### src/rtl/zbuf_writeback.sv
// rtl/zbuf_writeback.sv - Z-buffer write-back FIFO with pending-write lookup
// Optional same-address coalescing into the youngest entry: ZBUF_WB_COALESCE_EN
module zbuf_writeback #(
  parameter int DEPTH = 4,
  parameter int AW    = 24
) (
  input  logic          clk,
  input  logic          rst_n,
  input  logic          z_write_en,
  input  logic          frag_valid,
  output logic          frag_ready,
  input  logic [AW-1:0] frag_addr,
  input  logic [15:0]   frag_z,
  input  logic [AW-1:0] lkp_addr,
  output logic          lkp_hit,
  output logic [15:0]   lkp_z,
  output logic          sram_req,
  output logic [AW-1:0] sram_addr,
  output logic [15:0]   sram_wdata,
  input  logic          sram_ready,
  input  logic          flush,
  output logic          flush_done,
  output logic          idle
);

  localparam int IW = $clog2(DEPTH);
  localparam int PW = IW + 1;

  typedef enum logic [1:0] {S_IDLE, S_ACTIVE, S_FLUSH} state_t;

  logic [AW-1:0] mem_addr [DEPTH];
  logic [15:0]   mem_z    [DEPTH];

  state_t        state, state_n;
  logic [PW-1:0] wr_ptr, rd_ptr, wr_n, rd_n, count;
  logic [IW-1:0] head_idx_n, lkp_idx;
  logic [AW-1:0] head_addr_n;
  logic [15:0]   head_z_n;
  logic          full, push, pop, alloc, coalesce, empty_n;

  assign count = wr_ptr - rd_ptr;
  assign full  = (wr_ptr[IW] != rd_ptr[IW]) && (wr_ptr[IW-1:0] == rd_ptr[IW-1:0]);

`ifdef ZBUF_WB_COALESCE_EN
  logic [IW-1:0] tail_idx;
  logic          tail_match;

  assign tail_idx = wr_ptr[IW-1:0] - IW'(1);
  // The head being presented is never rewritten, so its write data stays stable.
  assign tail_match = (count != '0) && (mem_addr[tail_idx] == frag_addr) &&
                      !((tail_idx == rd_ptr[IW-1:0]) && sram_req);
  assign frag_ready = (!full || tail_match) && (state != S_FLUSH);
  assign coalesce   = push && tail_match;
`else
  assign frag_ready = !full && (state != S_FLUSH);
  assign coalesce   = 1'b0;
`endif

  assign push    = frag_valid && frag_ready && z_write_en;
  assign alloc   = push && !coalesce;
  assign pop     = sram_req && sram_ready;
  assign wr_n    = wr_ptr + PW'(alloc);
  assign rd_n    = rd_ptr + PW'(pop);
  assign empty_n = (wr_n == rd_n);
  assign idle    = (count == '0) && (state == S_IDLE);

  // Next head contents, bypassing this cycle's write so the output register never lags.
  always_comb begin
    head_idx_n  = rd_n[IW-1:0];
    head_addr_n = mem_addr[head_idx_n];
    head_z_n    = mem_z[head_idx_n];
    if (alloc && (wr_ptr == rd_n)) begin
      head_addr_n = frag_addr;
      head_z_n    = frag_z;
    end
`ifdef ZBUF_WB_COALESCE_EN
    if (coalesce && (tail_idx == head_idx_n)) head_z_n = frag_z;
`endif
  end

  always_comb begin
    state_n    = state;
    flush_done = 1'b0;
    case (state)
      S_IDLE: begin
        if (alloc) state_n = flush ? S_FLUSH : S_ACTIVE;
        else if (flush) flush_done = 1'b1;
      end
      S_ACTIVE: begin
        if (empty_n) begin
          state_n    = S_IDLE;
          flush_done = flush;
        end else if (flush) begin
          state_n = S_FLUSH;
        end
      end
      S_FLUSH: begin
        if (empty_n) begin
          state_n    = S_IDLE;
          flush_done = 1'b1;
        end
      end
      default: state_n = S_IDLE;
    endcase
  end

  always_ff @(posedge clk or negedge rst_n) begin
    if (!rst_n) begin
      wr_ptr     <= '0;
      rd_ptr     <= '0;
      state      <= S_IDLE;
      sram_req   <= 1'b0;
      sram_addr  <= '0;
      sram_wdata <= '0;
    end else begin
      wr_ptr   <= wr_n;
      rd_ptr   <= rd_n;
      state    <= state_n;
      sram_req <= !empty_n;
      if (!empty_n) begin
        sram_addr  <= head_addr_n;
        sram_wdata <= head_z_n;
      end
    end
  end

  always_ff @(posedge clk) begin
    if (alloc) begin
      mem_addr[wr_ptr[IW-1:0]] <= frag_addr;
      mem_z[wr_ptr[IW-1:0]]    <= frag_z;
    end
`ifdef ZBUF_WB_COALESCE_EN
    else if (coalesce) begin
      mem_z[tail_idx] <= frag_z;
    end
`endif
  end

  // Scan oldest to youngest so the last match (youngest) wins.
  always_comb begin
    lkp_hit = 1'b0;
    lkp_z   = '0;
    lkp_idx = '0;
    for (int i = 0; i < DEPTH; i++) begin
      lkp_idx = rd_ptr[IW-1:0] + IW'(i);
      if ((PW'(i) < count) && (mem_addr[lkp_idx] == lkp_addr)) begin
        lkp_hit = 1'b1;
        lkp_z   = mem_z[lkp_idx];
      end
    end
  end

endmodule

### config.mk
export PLATFORM = sky130hd
export DESIGN_NAME = zbuf_writeback
export DESIGN_NICKNAME = d
export VERILOG_FILES = /design/src/rtl/zbuf_writeback.sv
export SDC_FILE = /design/constraint.sdc
export NUM_CORES = 1
export LEC_CHECK = 0
export ABC_AREA = 1
export CAP_MARGIN = 10
export CORE_MARGIN = 4
export CORE_UTILIZATION = 35
export CTS_CLUSTER_DIAMETER = 100
export DETAILED_ROUTE_END_ITERATION = 6
export PLACE_DENSITY = 0.61
export SLEW_MARGIN = 20
export SYNTH_ARGS = -nofsm -noshare
export SYNTH_HDL_FRONTEND = slang
export SYNTH_SLANG_ARGS = --single-unit
### constraint.sdc
create_clock -name clk -period 7.5 [get_ports clk]
set_clock_uncertainty 0.2 [all_clocks]
set_input_delay 1.5 -clock clk [delete_from_list [all_inputs] [get_ports clk]]
set_output_delay 1.5 -clock clk [all_outputs]
set_load 0.02 [all_outputs]
# Yosys cells after proc, flatten, opt, wreduce, memory -nomap -nowiden
# Memory sizes are Yosys's and may differ from the RTL's.
# Cells that the tools add are included.
# W data, S select, Z words.
totals:
  output_inout_bits: 61
  register_bits: 49
  word_cells: 71
  mem_bits_rw: 160
  input_bits: 70
  mem_count: 2
memory_table:
  columns: ["memory", "words", "word_bits", "read_ports", "rd_ports_with_merged_regs", "write_ports", "line", "rtl"]
  rows:
  - ["mem_addr", 4, 24, 5, 0, 1, "31", "logic [AW-1:0] mem_addr [DEPTH];"]
  - ["mem_z", 4, 16, 5, 0, 1, "32", "logic [15:0] mem_z [DEPTH];"]
classes:
  magnitude_cmp: 4
  add_sub_neg: 6
  n_mux: 23
  eq_ne: 14
  reduce_logical: 16
op_table:
  columns: ["cell", "count"]
  rows:
  - ["$eq A24 B24 Y1", 4]
  - ["$mux W16", 5]
  - ["$mux W24", 1]
  - ["$logic_and A1 B1 Y1", 11]
  - ["$mux W1", 10]
  - ["$mux W2", 5]
  - ["$add A3 B1 Y3", 2]
  - ["$eq A3 B3 Y1", 2]
  - ["$lt A1 B3 Y1 const A", 2]
  - ["$lt A2 B3 Y1 const A", 2]
  - ["$ne A2 B2 Y1 const B", 3]
  - ["$pmux W2 S3", 1]
  - ["$add A2 B2 Y2 const B", 2]
  - ["$logic_not A3 Y1", 1]
  - ["$ne A3 B3 Y1 const B", 1]
  - ["$pmux W1 S3", 1]
  - ["$reduce_and A3 Y1", 1]
  - ["$sub A3 B3 Y3", 1]
  - ["$add A2 B1 Y2 const B", 1]
  - ["$eq A2 B1 Y1 const B", 1]
  - ["$eq A2 B2 Y1", 1]
  - ["$eq A2 B2 Y1 const B", 1]
  - ["$logic_not A1 Y1", 2]
  - ["$logic_not A2 Y1", 1]
  - ["$ne A1 B1 Y1", 1]

# Longest topological paths before layout
# Gate-level depths: netlist of the first run.
depth:
  word_depth: 10
  mapped_depth: 18

# Worst setup path before layout of the first run
# No wires, ideal clock.
synth_timing:
  path_type: "reg-to-reg"
  start: "register rd_ptr[1]"
  end: "memory mem_addr[2][0] (enable)"
  setup_slack_ns: 1.876
  t_arrival_ns: 4.937
  path_stages_with_launch: 9
  required_time_ns: 6.813
  path_buffers: 3
  synth_period_minus_slack_ns: 5.624
  cell_sequence: "dfrtp_1 > inv_1 > buf_4 > clkbuf_1 > clkbuf_1 > ha_1 > a31oi_1 > nand3_1 > nor3_1"
synth_via:
  elab_chain_cells: 8
synth_rtl:
  columns: ["item", "line", "rtl"]
  rows:
  - ["start: declaration", "35", "logic [PW-1:0] wr_ptr, rd_ptr, wr_n, rd_n, count;"]
  - ["start signal: assignment", "117", "rd_ptr <= rd_n;"]
  - ["$eq A2 B2 Y1", "42", "assign full = (wr_ptr[IW] != rd_ptr[IW]) && (wr_ptr[IW-1:0] == rd_ptr[IW-1:0]);"]
  - ["$logic_and A1 B1 Y1", "42", null]
  - ["$logic_not A1 Y1", "55", "assign frag_ready = !full && (state != S_FLUSH);"]
  - ["$logic_and A1 B1 Y1", "55", null]
  - ["net frag_ready", "11", "output logic frag_ready,"]
  - ["$logic_and A1 B1 Y1 (2 in a row)", "59", "assign push = frag_valid && frag_ready && z_write_en;"]
  - ["$mux W1", "128", "if (alloc) begin"]
  - ["$mux W1 (implied by the code)", "129", "mem_addr[wr_ptr[IW-1:0]] <= frag_addr;"]
  - ["end: declaration", "31", null]
# The timed path passes the listed nets, and every way through them passes these cells.

# Worst setup path after layout of the first run
layout_timing:
  start: "register rd_ptr[0]"
  end: "output lkp_z[4]"
layout_via:
  elab_chain_cells: 7
  word_cells_on_any_way: 22
  classes_between: "4 x add/sub; 4 x order compare; 4 x eq/ne; 4 x mux; 4 x reduce/logical; 2 x memory"
layout_rtl:
  columns: ["item", "line", "rtl"]
  rows:
  - ["$add A2 B1 Y2, or another cell as far along", "145", "lkp_idx = rd_ptr[IW-1:0] + IW'(i);"]
  - ["$mem_v2 Z4 W24, or another cell as far along", null, null]
  - ["$eq A24 B24 Y1 or $logic_and A1 B1 Y1 (tied branches)", "146", "if ((PW'(i) < count) && (mem_addr[lkp_idx] == lkp_addr)) begin"]
  - ["$logic_and A1 B1 Y1 or $mux W16 (tied branches)", "146", null]
  - ["$mux W16 (2 in a row)", "146", null]
  - ["$mux W16 *", "146", null]
  - ["end: declaration", "16", "output logic [15:0] lkp_z,"]
# Mark *: on every way between the ends. The rest lies on a longest branch, timed or not.

==> metrics, run 1 <==
Crit path max-delay family buffers and inverters; worst path required time slightly below 6000 ps; Antenna Nets Post-Route 0; Slew HR between 30 and 40%; WL per Instance roughly 19 um; Final Wtd Congestion between 0.8 and 0.9; global-route wire length before repair between 70,000 and 80,000 um; # clock sinks 209; achievable frequency 141 MHz; cts repair resizes 0; kind of critical path flop to primary output; period utilization around 95%; R2R cell count 14; Nets between 2,000 and 2,500; Yosys warning count 0; outcome complete, no violations; Final setup viols 0; cell taking the most area after synthesis edfxtp_1; Net Sw Power 4.32 mW; Die X 213 um; Reg2Reg Setup Slack 2450 ps; Worst-path clk slew 60 ps; CTS Buffer Depth 3; Synth Area per Inst 6.94 sq um; total gr overflow 0; Area growth syn-to-layout 17.0%; CP Launch Type flop; worst vdd ir 0.447 mV; Final Hold Vio Count 0; RR Endpoint state[0]$_DFFE_PN0P_; GRT Total Usage 21.9%; Tmin final 7110 ps; Seq/Total Area, Yosys 41.0%; most frequent CP cell nand2_1; Synth Instances 2,118; share of cells above drive strength 1 4.30%; Int Pwr 3.85 mW; Reg power frac 21.2%; number of global-route vias before repair ~13,000; synth top area cells edfxtp_1 33%, nand2_1 19%, nand3_1 9.8%, o21ai_0 8.3%, dfrtp_1 8.3%; Synth top area share 32.7%; Total Neg Setup Slack 0 ps; RSZ-0062 raised after global routing false; maximum level of the CTS H-tree 1; max_cap viols 0; number of synthesized flops with an enable pin 160; CP Buf/Inv Count 5; Initial Util 35.7%; later-pin clock latency in the skew report 530 ps; die area 45,300 sq um; largest net degree at the start of global routing 87; dpl hpwl 35,600 um; top cells by count, synth 742 x nand2_1, 289 x nand3_1, 245 x o21ai_0; initial antenna violation count 4; reg2reg start rd_ptr[0]$_DFF_PN0_; drt total wl 50,600 um; I/O pin count approximately 130; row cnt 74; Post-CTS Setup Inserts 0; placed cells 2,676; Seq cells post-synth 209; routed vias 14,376; initial DRC count roughly 1,400; top-count cell post-synth nand2_1; CP endpoint kind primary output; Synth cell types 32; Port Buf Inserts between 100 and 150; cell area after synthesis about 15,000 sq um; Finished Layout Cells 2,722; Comb pwr share 63.4%; Worst Path Arrival 5410 ps; post-synth net total ~2,200; CTS tree yes; Critical-path top delay cell dfrtp_4; DRC viols 0; Critical Path Fanout Max 86; worst hold start sram_addr[7]$_DFFE_PN0P_; CP peak stage delay 790 ps; top_reg_cell synth edfxtp_1; # fillers 4,128; Hold Path Class flop to flop; Hold Path Stages 2; Pleak 7.55 nW; drt pass-1 iters 7; height of the die 213 um; Worst Max-Slew Pin Slew 956 ps; critical-path cell list clkinv_2 > buf_4 > buf_4 > nand2_1 > nand2_1 > nand2_1 > o211ai_1 > nand2_1 > nor2_1 > nand2_1 > nor2_1 > nand3_2 > nand2_1 > inv_1 > a21oi_1 > clkdlybuf4s50_1; Slew Viols, Final 0; CTS Buf Count 24; pwr dens between 400 and 500 nW/um^2; vias per cell roughly 5.3; CORE AREA slightly above 40,000 sq um; hold_buf cts 0; clock power share 15.4%; worst hold endpoint sram_addr[7]$_DFFE_PN0P_; CTS Root Cell clkbuf_16; Async S/R FF share, synth 23.4%; switching share of total power between 50% and 60%
layer usage:
layer  wire, um  vias up  global-route usage [%]
li1           -     7153                       -
met1      24000     6544                    34.0
met2      20400      606                    30.4
met3       5190       67                    5.61
met4        937        6                    4.89
met5         37        -                       0
worst register-to-register path, delay by kind of cell (launching register included):
family / cells / cell delay, ps
flip-flops: 1 / 980
adder cells (fa/ha/maj): 3 / 750
AND/OR/NAND/NOR: 3 / 730
AO/OA/AOI/OAI: 3 / 720
XOR/XNOR: 2 / 580
buffers and inverters: 3 / 990
layout make-up:
cell class / count / area, sq um / area share (%)
Multi-Input combinational cell: 1595 / 7450 / 43.3
Sequential cell: 209 / 6040 / 35.1
Antenna cell: 2 / 5.00 / 0.0291
Clock inverter: 13 / 163 / 0.946
Timing Repair Buffer: 157 / 1500 / 8.72
Inverter: 183 / 688 / 4.00
Tap cell: 532 / 666 / 3.87
Clock buffer: 31 / 689 / 4.01
placed cells by master, fill, tap and decap left out, drive strengths merged:
cell type / netlist / final
xor2: 34 / 34
nand3b: 2 / 2
edfxtp: 160 / 160
a21oi: 52 / 52
buf: 60 / 28
nand2: 744 / 744
nand4: 6 / 6
fa: 1 / 1
clkdlybuf4s50: 0 / 129
a32o: 1 / 1
clkinv: 0 / 4
clkbuf: 71 / 31
inv: 183 / 185
clkinvlp: 0 / 4
o31ai: 1 / 1
xnor2: 3 / 3
or2: 4 / 4
o211ai: 46 / 46
o221ai: 24 / 24
nand3: 290 / 290
o21ai: 262 / 262
nor2: 113 / 113
a31oi: 1 / 1
nor3: 4 / 4
and2: 1 / 1
diode: 0 / 2
dfrtp: 49 / 49
ha: 6 / 6
bufinv: 0 / 3
logic make-up (layout without fill, tap and decap cells):
group,Yosys count,count (layout),share of synthesized area (%)
DFF,209,209,41.0
and+or+nand+nor,1164,1164,32.8
AOI/OAI and AO/OA,387,387,14.6
adders and majority gates,7,7,0.647
buffers and inverters,314,384,8.64
xor gates and xnor gates,37,37,2.20
other,0,2,0
per-stage QoR:
stage,power (mW),hold WS (ps),setup WS [ps],utilization [%],cell area (sq um)
after floorplan,5.19,314,1880,-,14700
after global placement,6.79,292,1060,39.6,16300
after detailed placement,6.85,294,977,39.6,16300
after CTS,8.14,316,401,41.7,17200
after global routing,8.85,340,16.9,41.7,17200
final,8.17,309,394,41.7,17200
how the worst max path moves through the flow:
stage                   startpoint                       end  slack (ps)  depth (start not counted)
6_report       rd_ptr[0]$_DFF_PN0_                  lkp_z[4]         390                         16
2_1_floorplan  rd_ptr[1]$_DFF_PN0_  mem_addr[2][0]$_DFFE_PP_        1880                          8
4_1_cts        rd_ptr[0]$_DFF_PN0_                  lkp_z[4]         400                         16
3_5_place_dp   rd_ptr[0]$_DFF_PN0_                  lkp_z[4]         980                         16
3_3_place_gp           lkp_addr[9]                  lkp_z[4]        1060                         12
5_1_grt        rd_ptr[0]$_DFF_PN0_                  lkp_z[4]          20                         16
state kept, by name, summed over array words and instances (netlist names):
register    count
mem_addr       96
mem_z          64
sram_addr      24
sram_wdata     16
rd_ptr          3
wr_ptr          3
state           2
sram_req        1
power groups by stage:
stage | sequential (mW) | combinational [mW] | clock [mW]
floorplan | 1.80 | 3.39 | 0
global placement | 1.75 | 5.04 | 0
detailed placement | 1.75 | 5.10 | 0
CTS | 1.73 | 5.13 | 1.28
global route | 1.77 | 5.75 | 1.33
finish | 1.73 | 5.18 | 1.26
Power figures use the tool's default switching activity.
==> run 2: changes to the inputs <==
--- a/config.mk
+++ b/config.mk
@@ -11,6 +11,7 @@
 export CORE_UTILIZATION = 35
 export CTS_CLUSTER_DIAMETER = 100
 export DETAILED_ROUTE_END_ITERATION = 6
+export GPL_ROUTABILITY_DRIVEN = 0
 export PLACE_DENSITY = 0.61
 export SLEW_MARGIN = 20
 export SYNTH_ARGS = -nofsm -noshare
==> run 2 against run 1 <==
Core utilization fell by 0.19 points; the run now ends with design-rule violations left; flip-flop and latch count did not move; critical endpoint is now lkp_z[3]; non-clock buffer count fell by 3; cell area fell by 0.46%; sequential power barely moved; worst setup slack improved by 380 ps; worst hold slack improved by 3.1 ps; largest power group unchanged.
==> metrics, run 2 (same netlist as run 1, synthesis figures left out) <==
maximum level of the CTS H-tree 1 (unchanged); Post-CTS Setup Inserts 0 (unchanged); Die X 213 um (unchanged); Port Buf Inserts 130 (unchanged); worst hold start sram_addr[2]$_DFFE_PN0P_; post-layout util 41.5% (-0.19 points); CTS Root Cell clkbuf_16; die area 45,300 sq um (unchanged); Antenna Nets Post-Route 0 (unchanged); I/O pin count 131 (unchanged); Slew Viols, Final 0 (unchanged); DRC viols 4 (+4); max reg flops 96 (unchanged); Critical-path top delay cell buf_4; period utilization 89.6% (-5.1 points); RR Endpoint state[0]$_DFFE_PN0P_; Slew HR 32.5% (-3.8 points); Final Hold Vio Count 0 (unchanged); Nets 2,243 (-0.18%); height of the die 213 um (unchanged); hold_buf cts 0 (unchanged); Reg2Reg Setup Slack 2620 ps (+170 ps); most common cell after layout, fill and taps aside nand2_1; CTS tree yes; Total Neg Setup Slack 0 ps (unchanged); CP endpoint kind primary output; number of global-route vias before repair 12,999 (+0.27%); Worst-path clk slew 60 ps (about the same); max_cap viols 0 (unchanged); most frequent CP cell nand2_1; initial antenna violation count 5 (+1); share of cells above drive strength 1 3.94% (-0.36 points); Tmin final 6720 ps (-384 ps); Critical Path Start rd_ptr[0]$_DFF_PN0_; Critical Path Fanout Max 95 (+10%); Hold Path Class flop to flop; worst hold endpoint sram_addr[2]$_DFFE_PN0P_; vias per cell 5.35 (+1.4%); outcome finished with violations; later-pin clock latency in the skew report 520 ps (about the same); critical-path cell list clkinv_2 > buf_4 > nand2_1 > nand2_1 > nand2_1 > nand3_1 > nand2_1 > inv_1 > nand2_1 > nor2_1 > nand2_1 > nor2_4 > nand2_2 > nand2_1 > nand3_1 > a21oi_1 > clkdlybuf4s50_1; GRT Total Usage 21.8% (-0.080 points); worst vdd ir 0.466 mV (+4.4%); CTS Buf Count 23 (-4.2%); # clock sinks 209 (unchanged); WL per Instance 18.6 um (about the same); post-route design area 17,100 sq um (-0.46%); placed inst area 16,300 sq um (about the same); routed vias 14,541 (+1.1%); Final setup viols 0 (unchanged); total gr overflow 0 (unchanged); CP Launch Type flop; Pleak 7.53 nW (-0.36%); worst path required time 5800 ps (about the same); initial DRC count 1,651 (+15%); failing checks design-rule violations; R2R cell count 14 (unchanged); cts repair resizes 0 (unchanged); commonest cells after routing, fill and taps aside 742 x nand2_1, 289 x nand3_1, 245 x o21ai_0; Hold Path Stages 2 (unchanged); reg2reg start rd_ptr[0]$_DFF_PN0_; RSZ-0062 raised after global routing false; dpl hpwl 35,300 um (-0.72%); Initial Util 35.7% (unchanged); CORE AREA 41,200 sq um (unchanged); drt total wl 50,500 um (-0.19%); global-route wire length before repair 77,500 um (-0.33%); largest net degree at the start of global routing 143 (+64%); Worst Path Arrival 5020 ps (-390 ps); CP peak stage delay 770 ps (-20 ps); CTS Buffer Depth 3 (unchanged); achievable frequency 149 MHz (+5.7%); drt pass-1 iters 7 (unchanged); Worst Max-Slew Pin Slew 1010 ps (+56.8 ps); Area growth syn-to-layout 16.5%; kind of critical path flop to primary output; pwr dens 471 nW/um^2 (-0.80%); row cnt 74 (unchanged)
run 2: area by class of cell:
class	count	area, sq um
multi-input cells	1595	7440
clock inverters	8	67.6
fillers	4126	24100
diodes	1	2.50
clock buffers	34	699
inverters	183	688
well taps	532	666
flip-flops and latches	209	6040
repair buffers	154	1510
run 2: worst max-delay path by stage:
stage,slack [ps],endpoint
3_5_place_dp,1170,lkp_z[0]
2_1_floorplan,1880,mem_addr[2][0]$_DFFE_PP_
6_report,780,lkp_z[3]
5_1_grt,270,lkp_z[15]
3_3_place_gp,1220,lkp_z[2]
4_1_cts,740,lkp_z[0]
run 2: through the flow:
stage | cells | setup slack, ps | power [mW] | hold slack [ps]
after global placement | 2673 | 1220 | 6.80 | 293
after CTS | 2715 | 736 | 8.04 | 318
after floorplan | 2118 | 1880 | 5.19 | 314
after detailed placement | 2673 | 1170 | 6.88 | 300
after global routing | 2716 | 271 | 8.74 | 339
final | 2716 | 778 | 8.07 | 312
run 2: per-layer routing:
layer / track usage, % / wire (um) / vias up
li1: - / - / 7146
met1: 33.9 / 24000 / 6734
met2: 31.4 / 20900 / 601
met3: 4.42 / 4810 / 52
met4: 4.31 / 770 / 8
met5: 0 / 52 / -
run 2: power breakdown:
part | internal, mW | total (mW) | switching, mW
Sequential | 1.52 | 1.75 | 0.232
Clock | 0.680 | 1.13 | 0.452
Combinational | 1.58 | 5.18 | 3.60
Total | 3.78 | 8.07 | 4.29
run 2: worst max-delay path: cells and delay by family, from the launching register on:
family / cells / cell delay, ps
AOI/OAI and AO/OA: 1 / 240
and+or+nand+nor: 12 / 1810
buffers and inverters: 4 / 1620
DFF: 1 / 740
==> patch 1 (flow settings as in run 2) <==
Reset style: synchronous (`rst_n`), changed in one clocked block.
--- a/src/rtl/zbuf_writeback.sv
+++ b/src/rtl/zbuf_writeback.sv
@@ -106,3 +106,3 @@
 
-  always_ff @(posedge clk or negedge rst_n) begin
+  always_ff @(posedge clk) begin
     if (!rst_n) begin
Behaviour: differs if rst_n is asserted again (counterexample within 4 cycles, from zero or initial values and one cycle with rst_n low); with rst_n held inactive, the same outputs for 4 cycles.
==> patch 1 against run 2 <==
- the run still ends with DRC left
- routed wire length rose by 1.1%
- synthesized area down 1.5%
- register-to-register slack gained 0.02 ns
- worst setup slack better by 0.059 ns
- maximum frequency rose by 0.88%
- utilization is 0.24 points lower
- via count up 1.4%
- sequential cell count stayed put
- design area shrank 1.5%
Power is not compared: it rests on default switching activity, and its combinational part moved more than twofold at a synthesized area within 25%.
==> patch 1: results (changes against run 2) <==
- The share of the synthesized netlist area taken by xor and xnor gates is 1.755% (was 2.205%).
- The post-synthesis average cell area was 6.838 sq um (was 6.939 sq um).
- Highest metal used: met4 (was met5)
* Fmax achieved: 150.1 MHz (was 148.8 MHz)
* Critical path capture point: lkp_z[11] (was lkp_z[3])
* Dpl hpwl: 35,510 um (was 35,330 um)
- Setup slack, reg-to-reg: 2.64 ns (was 2.62 ns)
- The cell with the largest stage delay on the worst path was sky130_fd_sc_hd__clkdlybuf4s50_1 (was sky130_fd_sc_hd__buf_4).
- Commonest cells post-synth: sky130_fd_sc_hd__nand2_1, sky130_fd_sc_hd__o21ai_0, sky130_fd_sc_hd__nand3_1 (was sky130_fd_sc_hd__nand2_1, sky130_fd_sc_hd__nand3_1, sky130_fd_sc_hd__o21ai_0).
- The total met3 wirelength after detailed routing is 4989 um (was 4810 um).
* Clock latency of the later-clocked register in the worst-skew pair: 0.54 ns (was 0.52 ns)
* Placed cell areas: 0.01606 sq mm (was 0.01635 sq mm)
* Largest net degree at the start of global routing: 181 (was 143)
- Hold_sp: sram_wdata[13]$_SDFFE_PN0P_ (was sram_addr[2]$_DFFE_PN0P_)
- Multiplexer area fraction after synthesis: 0.4149% (was 0%)
- The arrival time at the worst endpoint is 4.96 ns (was 5.02 ns).
* Minimum hold slack: 0.2903 ns (was 0.3116 ns)
- Share of async-settable or async-resettable flops after synthesis: 0% (was 23.44%)
* Slowest Stage Delay on Critical Path: 0.69 ns (was 0.77 ns)
- Synth Area in Compound Gates: 14.88% (was 14.63%)
- CP Max Fanout: 69 (was 95)
- Met3 track utilization from global routing: 4.209% (was 4.423%)
- GRT Total Usage: 22.07% (was 21.82%)
- The number of clock buffers inserted by TritonCTS came to 25 (was 23).
* Post-route DRC: 20 (was 4)
- Via-per-instance ratio: 5.411 (was 5.354)
- Via count of the first global-routing pass: 13,229 (was 12,999)
* Pre-CTS setup slack: 1.305 ns (was 1.167 ns)
- Worst setup path startpoint: rd_ptr[1]$_SDFF_PN0_ (was rd_ptr[0]$_DFF_PN0_)
* Violations in the final reports: DRC (unchanged)
- Synthesized-area fraction occupied by adder cells: 0.6569% (was 0.6470%)
* Number of antenna violations at the first check in global routing: 2 (was 5)
- Top post-synthesis cells by area: sky130_fd_sc_hd__edfxtp_1, sky130_fd_sc_hd__nand2_1, sky130_fd_sc_hd__o21ai_0 (was sky130_fd_sc_hd__edfxtp_1, sky130_fd_sc_hd__nand2_1, sky130_fd_sc_hd__nand3_1)
- Starting DRC count in detailed routing: 1,599 (was 1,651)
- The worst-case reg-to-reg path depth was 15 (was 14).
- Hold EP: sram_wdata[13]$_SDFFE_PN0P_ (was sram_addr[2]$_DFFE_PN0P_)
* Run status: complete, but fails checks (unchanged)
==> patch 1: changes by cell type after synthesis, moves of 23 or more <==
cell,run 2,this run
sky130_fd_sc_hd__dfrtp_1,49,0
sky130_fd_sc_hd__o221ai_1,24,1
sky130_fd_sc_hd__o21ai_0,245,321
sky130_fd_sc_hd__nand2_1,742,706
sky130_fd_sc_hd__dfxtp_1,0,49
sky130_fd_sc_hd__o211ai_1,46,18
==> patch 1: power by group through the flow <==
stage                     clock network (uW)  registers [uW]  logic, uW
after floorplan                            0            1630       1180
after global placement                     0            1530       2020
after detailed placement                   0            1530       2040
after CTS                               1210            1510       2050
after global routing                    1260            1530       2290
final                                   1200            1510       2090
==> patch 1: area by class of cell <==
class / instances / share of cell area, %
clock buffers: 30 / 3.939
multi-input cells: 1613 / 44.09
flip-flops and latches: 209 / 34.33
clock inverters: 15 / 0.8235
well taps: 532 / 3.947
diodes: 1 / 0.01484
repair buffers: 160 / 9.170
inverters: 165 / 3.680
==> patch 2 (flow settings as in run 2) <==
Without the edit above. `AW`: 24 -> 12.
--- a/src/rtl/zbuf_writeback.sv
+++ b/src/rtl/zbuf_writeback.sv
@@ -4,3 +4,3 @@
   parameter int DEPTH = 4,
-  parameter int AW    = 24
+  parameter int AW    = 12
 ) (
Interface: changed (resized frag_addr, lkp_addr and sram_addr); port bits go from 131 to 95. The function was not compared with the original's and may differ.
==> patch 2 against run 2 <==
- synthesized area is 30% lower
- final cell count shrank 33%
- count of clock-buffer cells in the layout is 17 lower
- power shrank 33%
- sequential cell count decreased by 60
- routed wire length is 35% lower
- worst setup slack improved by 0.38 ns
- design area down 30%
- critical path type unchanged
==> patch 2: results (changes against run 2) <==
- The multi-input combinational gate total came to 1,029 (was 1,595).
- The worst-case reg-to-reg path depth was 13 (was 14).
- Relative area of non-clock buffer cells in the final design: 8.722% (was 8.845%)
* Via count of the routed design: 9,673 (was 14,541)
* Wire length of the first global-routing pass: 51,060 um (was 77,490 um)
* Critical path data arrival time: 4.64 ns (was 5.02 ns)
- The share of the synthesized netlist area taken by xor and xnor gates was 1.272% (was 2.205%).
- Largest net degree at the start of global routing: 72 (was 143)
- The number of flops mapped to enable cells by yosys was 112 (was 160).
* Non-clock inverter count: 115 (was 183)
- The worst setup path endpoint is lkp_z[5] (was lkp_z[3]).
* GRT Total Usage: 19.76% (was 21.82%)
- Pre-CTS setup slack: 1.390 ns (was 1.167 ns)
- Clock sink total: 149 (was 209)
- Slew HR: 27.53% (was 32.50%)
- The reported leakage power was 0.005072 uW (was 0.007527 uW).
- Run status: finished clean (was complete, but fails checks).
- Number of flip-flops in the largest register: 64 (was 96)
- The startpoint of the worst hold path is sram_addr[4]$_DFFE_PN0P_ (was sram_addr[2]$_DFFE_PN0P_).
- The post-route worst hold slack came to 0.3410 ns (was 0.3116 ns).
- Number of distinct library cell variants in the gate-level netlist after synthesis: 34 (was 32)
- The layout filler cell count is 2,883 (was 4,126).
- Total detailed-routing wirelength: 32,870 um (was 50,480 um)
- R2r endpoint: sram_addr[10]$_DFFE_PN0P_ (was state[0]$_DFFE_PN0P_)
- Proportion of cell area occupied by registers: 35.72% (was 35.26%)
* Placed cell areas: 0.01144 sq mm (was 0.01635 sq mm)
* Power attributed to combinational cells: 3320 uW (was 5180 uW)
- The hold path endpoint was sram_addr[4]$_DFFE_PN0P_ (was sram_addr[2]$_DFFE_PN0P_).
- Fmax achieved: 157.7 MHz (was 148.8 MHz)
* Slowest Stage Delay on Critical Path: 0.67 ns (was 0.77 ns)
- CP Max Fanout: 53 (was 95)
* Synth Area in Compound Gates: 16.00% (was 14.63%)
- The mux cell area share after synthesis is 3.101% (was 0%).
- Setup slack, reg-to-reg: 3.10 ns (was 2.62 ns)
- Post-synthesis sequential area ratio: 41.52% (was 41.03%)
* Top post-synthesis cells by area: sky130_fd_sc_hd__edfxtp_1, sky130_fd_sc_hd__nand2_1, sky130_fd_sc_hd__o21ai_0 (was sky130_fd_sc_hd__edfxtp_1, sky130_fd_sc_hd__nand2_1, sky130_fd_sc_hd__nand3_1)
- The fraction of final layout cells sized beyond drive strength 1 was 6.834% (was 3.940%).
* Internal portion of total power: 2641 uW (was 3781 uW)
* Mapped Nets: 1,433 (was 2,195)
- # nets final: 1,474 (was 2,243)
- The clock network power is 836 uW (was 1130 uW).
- The maximum level of the CTS H-tree is 4 (was 1).
-- patch 2: cell count changes in the layout (fill, tap and decap cells not counted), moves of 36 or more --
| cell | delta |
|---|---|
| sky130_fd_sc_hd__nand2_1 | -339 |
| sky130_fd_sc_hd__nand3_1 | -141 |
| sky130_fd_sc_hd__inv_1 | -66 |
| sky130_fd_sc_hd__o21ai_0 | -53 |
| sky130_fd_sc_hd__edfxtp_1 | -48 |
| sky130_fd_sc_hd__a21oi_1 | -41 |
| sky130_fd_sc_hd__clkdlybuf4s50_1 | -36 |
-- patch 2: routing by layer --
layer  GRT usage [%]  routed length (um)
met5               0                   0
met4           3.871                 283
met3           3.234                2998
met2           27.63               13410
met1           31.89               16180
-- patch 2: per-stage QoR --
| step | utilization (%) | power [uW] |
|---|---|---|
| 2_1_floorplan | - | 3555 |
| 3_3_place_gp | 39.53 | 4485 |
| 3_5_place_dp | 39.53 | 4525 |
| 4_1_cts | 41.53 | 5371 |
| 5_1_grt | 41.55 | 5862 |
| 6_report | 41.55 | 5395 |
